`config.mk`:
```
export PLATFORM = sky130hd
export DESIGN_NAME = forwarding_hazard_unit
export DESIGN_NICKNAME = d
export VERILOG_FILES = /design/src/rtl/forwarding_hazard_unit.sv
export SDC_FILE = /design/constraint.sdc
export NUM_CORES = 1
export LEC_CHECK = 0
export ABC_AREA = 1
export BUFFER_PORTS_ARGS = -buffer_cell sky130_fd_sc_hd__buf_2
export CAP_MARGIN = 10
export CORE_ASPECT_RATIO = 1.1
export CORE_UTILIZATION = 30
export DETAILED_ROUTE_END_ITERATION = 16
export MAX_ROUTING_LAYER = met4
export PLACE_DENSITY = 0.54
export SYNTH_ARGS = -nofsm -noshare
export SYNTH_HDL_FRONTEND = slang
export SYNTH_SLANG_ARGS = --single-unit
export TNS_END_PERCENT = 20
```
`constraint.sdc`:
```
create_clock -name clk -period 1.6 [get_ports clk]
set_input_delay 0.24 -clock clk [delete_from_list [all_inputs] [get_ports clk]]
set_output_delay 0.24 -clock clk [all_outputs]
set_load 0.02 [all_outputs]
```
`src/rtl/forwarding_hazard_unit.sv`:
```
// Forwarding and load-use interlock unit with an internal scoreboard of
// in-flight destination tags (entry 1 = EX, entry NSTAGE = WB).
module forwarding_hazard_unit #(
    parameter int NREAD            = 4,
    parameter int NSTAGE           = 3,
    parameter int AW               = 4,
    parameter int LOAD_READY_STAGE = 2,
    parameter int SELW             = $clog2(NSTAGE + 1)
) (
    input  logic                    clk,
    input  logic                    rst,
    input  logic [NREAD*AW-1:0]     in_add,
    input  logic [NREAD-1:0]        rd,
    input  logic                    issue_wr,
    input  logic [AW-1:0]           issue_addr,
    input  logic                    issue_load,
    input  logic                    issue_valid,
    input  logic                    flush,
    input  logic                    ext_hold,
    output logic [NREAD*SELW-1:0]   mux_sel,
    output logic                    freeze,
    output logic [15:0]             stall_count
);

    logic [NSTAGE:1] v_q, v_d;
    logic [NSTAGE:1] ld_q, ld_d;
    logic [AW-1:0]   addr_q [1:NSTAGE];
    logic [AW-1:0]   addr_d [1:NSTAGE];
    logic [15:0]     stall_count_q, stall_count_d;
    logic [NREAD-1:0] stall;
    logic [NREAD-1:0] found;

    // Youngest matching stage wins; older matches are masked by found[i].
    always_comb begin
        mux_sel = '0;
        stall   = '0;
        found   = '0;
        for (int i = 0; i < NREAD; i++) begin
            for (int k = 1; k <= NSTAGE; k++) begin
                if (!found[i] && rd[i] && v_q[k] && (addr_q[k] == in_add[i*AW +: AW])) begin
                    found[i] = 1'b1;
                    if (ld_q[k] && (k < LOAD_READY_STAGE)) begin
                        stall[i] = 1'b1;
                    end else begin
                        mux_sel[i*SELW +: SELW] = SELW'(k);
                    end
                end
            end
        end
    end

    assign freeze      = |stall;
    assign stall_count = stall_count_q;

    // A frozen or flushed decode slot enters the pipe as a bubble.
    always_comb begin
        v_d           = v_q;
        ld_d          = ld_q;
        addr_d        = addr_q;
        stall_count_d = stall_count_q;
        if (!ext_hold) begin
            for (int k = NSTAGE; k >= 2; k--) begin
                v_d[k]    = v_q[k-1];
                ld_d[k]   = ld_q[k-1];
                addr_d[k] = addr_q[k-1];
            end
            if (freeze || flush) begin
                v_d[1]    = 1'b0;
                ld_d[1]   = 1'b0;
                addr_d[1] = '0;
            end else begin
                v_d[1]    = issue_valid & issue_wr;
                ld_d[1]   = issue_load;
                addr_d[1] = issue_addr;
            end
            if (freeze && (stall_count_q != 16'hFFFF)) begin
                stall_count_d = stall_count_q + 16'd1;
            end
        end
    end

    always_ff @(posedge clk or posedge rst) begin
        if (rst) begin
            v_q           <= '0;
            ld_q          <= '0;
            stall_count_q <= '0;
            for (int k = 1; k <= NSTAGE; k++) begin
                addr_q[k] <= '0;
            end
        end else begin
            v_q           <= v_d;
            ld_q          <= ld_d;
            stall_count_q <= stall_count_d;
            for (int k = 1; k <= NSTAGE; k++) begin
                addr_q[k] <= addr_d[k];
            end
        end
    end

endmodule

```
==> reports/qor.yml <==
seq_area_frac_synth_pct: 32.16
overflow: 0
setup_viol: 25
switching_share_pct: 32.49
grt_pass1_wl_um: 13090
switchingPower_mw: 0.7538
portBuffers: 55
synth.top_cell.area_share_pct: 32.16
cp.depth: 9
dieWidth_um: 88.86
synthTopCellsByArea: "dfrtp_1 (32%), nand2_1 (19%), nand3_1 (8.0%), inv_1 (6.0%), nor2_1 (4.5%)"
required_ns: 1.36
htreeDepth: 2
drc_errors: 0
synth_cell_types: 35
outcome: "finished with violations"
ys_warn_count: 0
maxCapViolCount: 0
timing.final.ws_setup_ns: -0.2885
p_seq_share_pct: 40.8
place_congestion: 0.9395
initial_core_util_pct: 31.13
avgSynthCellArea_sq_um: 6.535
root_buffer: "clkbuf_8"
clock_latency_ns: 0.30
vias: 2784
dieArea_sq_um: 8668
cp_slowest_cell: "dfrtp_2"
combPwrFrac_pct: 24.4
cts_buffers: 5
critPathMaxStageDelay_ns: 0.48
power.total_mw: 2.320
critPathLaunchType: "flop"
first_global_vias: 2770
ff_latch_area_sq_um: 817.0
crit_chain: "inv_4 -> nand2_2 -> nand3_2 -> nor2_2 -> and2_4 -> nor2_4 -> nand3b_1 -> o21ai_1 -> buf_4"
cp-end-kind: "output port"
wirelength_um: 8080
power.internal_mw: 1.566
core.rowCount: 34
nets: 505
fin_util_pct: 44.92
cpLargestDelayFamily: "simple AND/OR/NAND/NOR gates"
path_clk_slew_ns: 0.08
min_period_over_period_pct: 118.0
avgViaCountPerCell: 4.784
ys_async_sr_fraction_pct: 100.0
hold_viol_final: 0
power.clock.fraction_pct: 34.8
cts_tree: "built"
crit_buf_inv: 2
num_io_pins: 56
violations: "setup timing"
fill_cells: 880
cp_max_fo: 6
dp_hpwl_um: 6004
synth.cell_area_sq_um: 2490
synth_area_leader_cell: "dfrtp_1"
critPathArrivalTime_ns: 1.65
hold_path.class: "input port to asynchronous set/reset pin"
antenna_found_initial: 0
ant_nets: 0
synth_edf_count: 0
worst_pin_slew_ns: 0.4475
synth-main-ff-cell: "dfrtp_1"
synthCells: 381
slew_headroom_pct: 70.17
final_max_slew_viol_count: 0
leakagePower_nw: 1.805
ir_drop_v: 0.0002767
fin_skew_ns: 0.008797
ys_ff_latch: 32
rsz0062_at_grt: "true"
fp.dieH_um: 97.55
grt_max_degree: 33
p_per_area_nw_per_um2: 645.8
clock_sinks: 32
wl_per_cell_um: 13.88
grt_usage_pct: 20.33
r2r_cells: 13
core_area_sq_um: 7998
multiInputGateArea_sq_um: 1687
first_pass_iters: 4
drive_gt1_share_pct: 37.97
criticalPathCategory: "flop to output port"
antenna_cells: 0
syn_to_final_growth_pct: 44.27
clockBufferDepth: 2
max_freq_mhz: 529.5
syn-num-nets: 413
dp_slack_ns: -0.1747
period_minus_slack_ns: 1.889
drt-initial-drc-count: 73
-- metal layers --
layer	track usage (%)	vias to the layer above	part of all wire, %
met2	34.79	70	51
met1	23.32	1288	43
met3	3.059	16	3.8
met5	-	-	0
met4	8.189	0	2.3
li1	-	1410	-
-- path summary, 6_finish.rpt --
check / start / to / slack (ns)
worst max-delay path: addr_q[8]$_DFFE_PP0N_ / mux_sel[0] / -0.29
worst min-delay path: rst / stall_count[7]$_DFFE_PP0P_ / 0.03
worst max register to register: addr_q[10]$_DFFE_PP0N_ / stall_count[11]$_DFFE_PP0P_ / -0.09
worst min register to register: stall_count[1]$_DFFE_PP0P_ / stall_count[1]$_DFFE_PP0P_ / 0.55
max in group asynchronous: rst / addr_q[6]$_DFFE_PP0N_ / 1.22
min in group clk: issue_addr[0] / addr_q[8]$_DFFE_PP0N_ / 0.26
-- flip-flops by register name (all words and copies together), names as in the netlist --
name / count
addr_q: 12
ld_q: 1
stall_count: 16
v_q: 3
-- stage by stage --
step	cells	hold slack (ns)	area [sq um]	setup TNS, ns
floorplan	381	0.3561	2524	-0.007467
global placement	565	0.3647	3136	-2.470
detailed placement	565	0.3690	3136	-2.108
CTS	578	0.03689	3436	-2.370
global route	582	0.08755	3592	-5.469
finish	582	0.02894	3592	-3.252
-- cell type report --
type | count | area share [%]
Clock inverter | 3 | 1.184
Timing Repair Buffer | 95 | 18.18
Inverter | 47 | 5.259
Multi-Input combinational cell | 292 | 46.95
Tap cell | 108 | 3.762
Clock buffer | 5 | 1.916
Sequential cell | 32 | 22.74
-- worst min-delay path: cells and delay by family --
family,cells,cell delay [ns]
buffers and inverters,3,0.51
-- cell usage after synthesis (2+ instances only) --
library cell and count:
o22ai_1 7, nor3_1 5, xor2_1 10, o21ai_0 21, and2_1 2, nand2_1 124
nand3b_1 6, o21a_1 3, dfrtp_1 32, nor2_1 30, nand2_2 2, inv_2 7
clkbuf_1 7, buf_6 2, nor4_1 2, inv_1 40, a21oi_1 7, nor2_2 3
nand4_1 6, nand3_1 40, xnor2_1 11
-- cells by family (layout without fill, tap and decap cells) --
kind of cell	after synthesis	in the layout	synth area share (%)
fa+ha+maj	1	1	0.5024
buf+inv	57	150	9.246
flops	32	32	32.16
xor+xnor	21	21	7.387
simple gates	225	225	39.70
compound gates	44	44	10.55
mux	1	1	0.4522
-- what timing repair did --
| item | CTS | global route |
|---|---|---|
| cloned | 0 | 0 |
| gates resized for setup | 54 | 40 |
| setup buffers | 5 | 4 |
| pin swaps | 14 | 16 |
| endpoints found under the setup margin | 30 | 31 |
| hold buffers | 0 | 0 |
-- cell usage in the layout, fill, tap and decap left out, types with 2 or more instances in the layout --
| master | n |
|---|---|
| inv_4 | 5 |
| clkbuf_8 | 5 |
| nand3b_1 | 6 |
| buf_6 | 8 |
| dfrtp_2 | 13 |
| xor2_1 | 10 |
| nand2_1 | 112 |
| inv_2 | 6 |
| buf_4 | 39 |
| o21a_1 | 3 |
| nand3_2 | 6 |
| o21ai_2 | 2 |
| xnor2_1 | 9 |
| o21ai_0 | 14 |
| nand2_2 | 14 |
| nor2_4 | 7 |
| xnor2_2 | 2 |
| o22ai_1 | 7 |
| a21oi_1 | 6 |
| nor3_2 | 3 |
| nand4_1 | 6 |
| nand3_1 | 33 |
| dfrtp_1 | 19 |
| nand3_4 | 2 |
| nor2_2 | 5 |
| and2_4 | 2 |
| nor2_1 | 21 |
| nor3_1 | 3 |
| o21ai_1 | 6 |
| buf_12 | 2 |
| buf_2 | 46 |
| inv_1 | 36 |
-- power groups by stage --
stage / clock network, mW / logic (mW) / registers (mW)
2_1_floorplan: 0 / 0.284 / 0.910
3_3_place_gp: 0 / 0.470 / 0.946
3_5_place_dp: 0 / 0.470 / 0.946
4_1_cts: 0.836 / 0.522 / 0.939
5_1_grt: 0.863 / 0.628 / 0.953
6_report: 0.808 / 0.566 / 0.945
(Power assumes the default switching activity.)
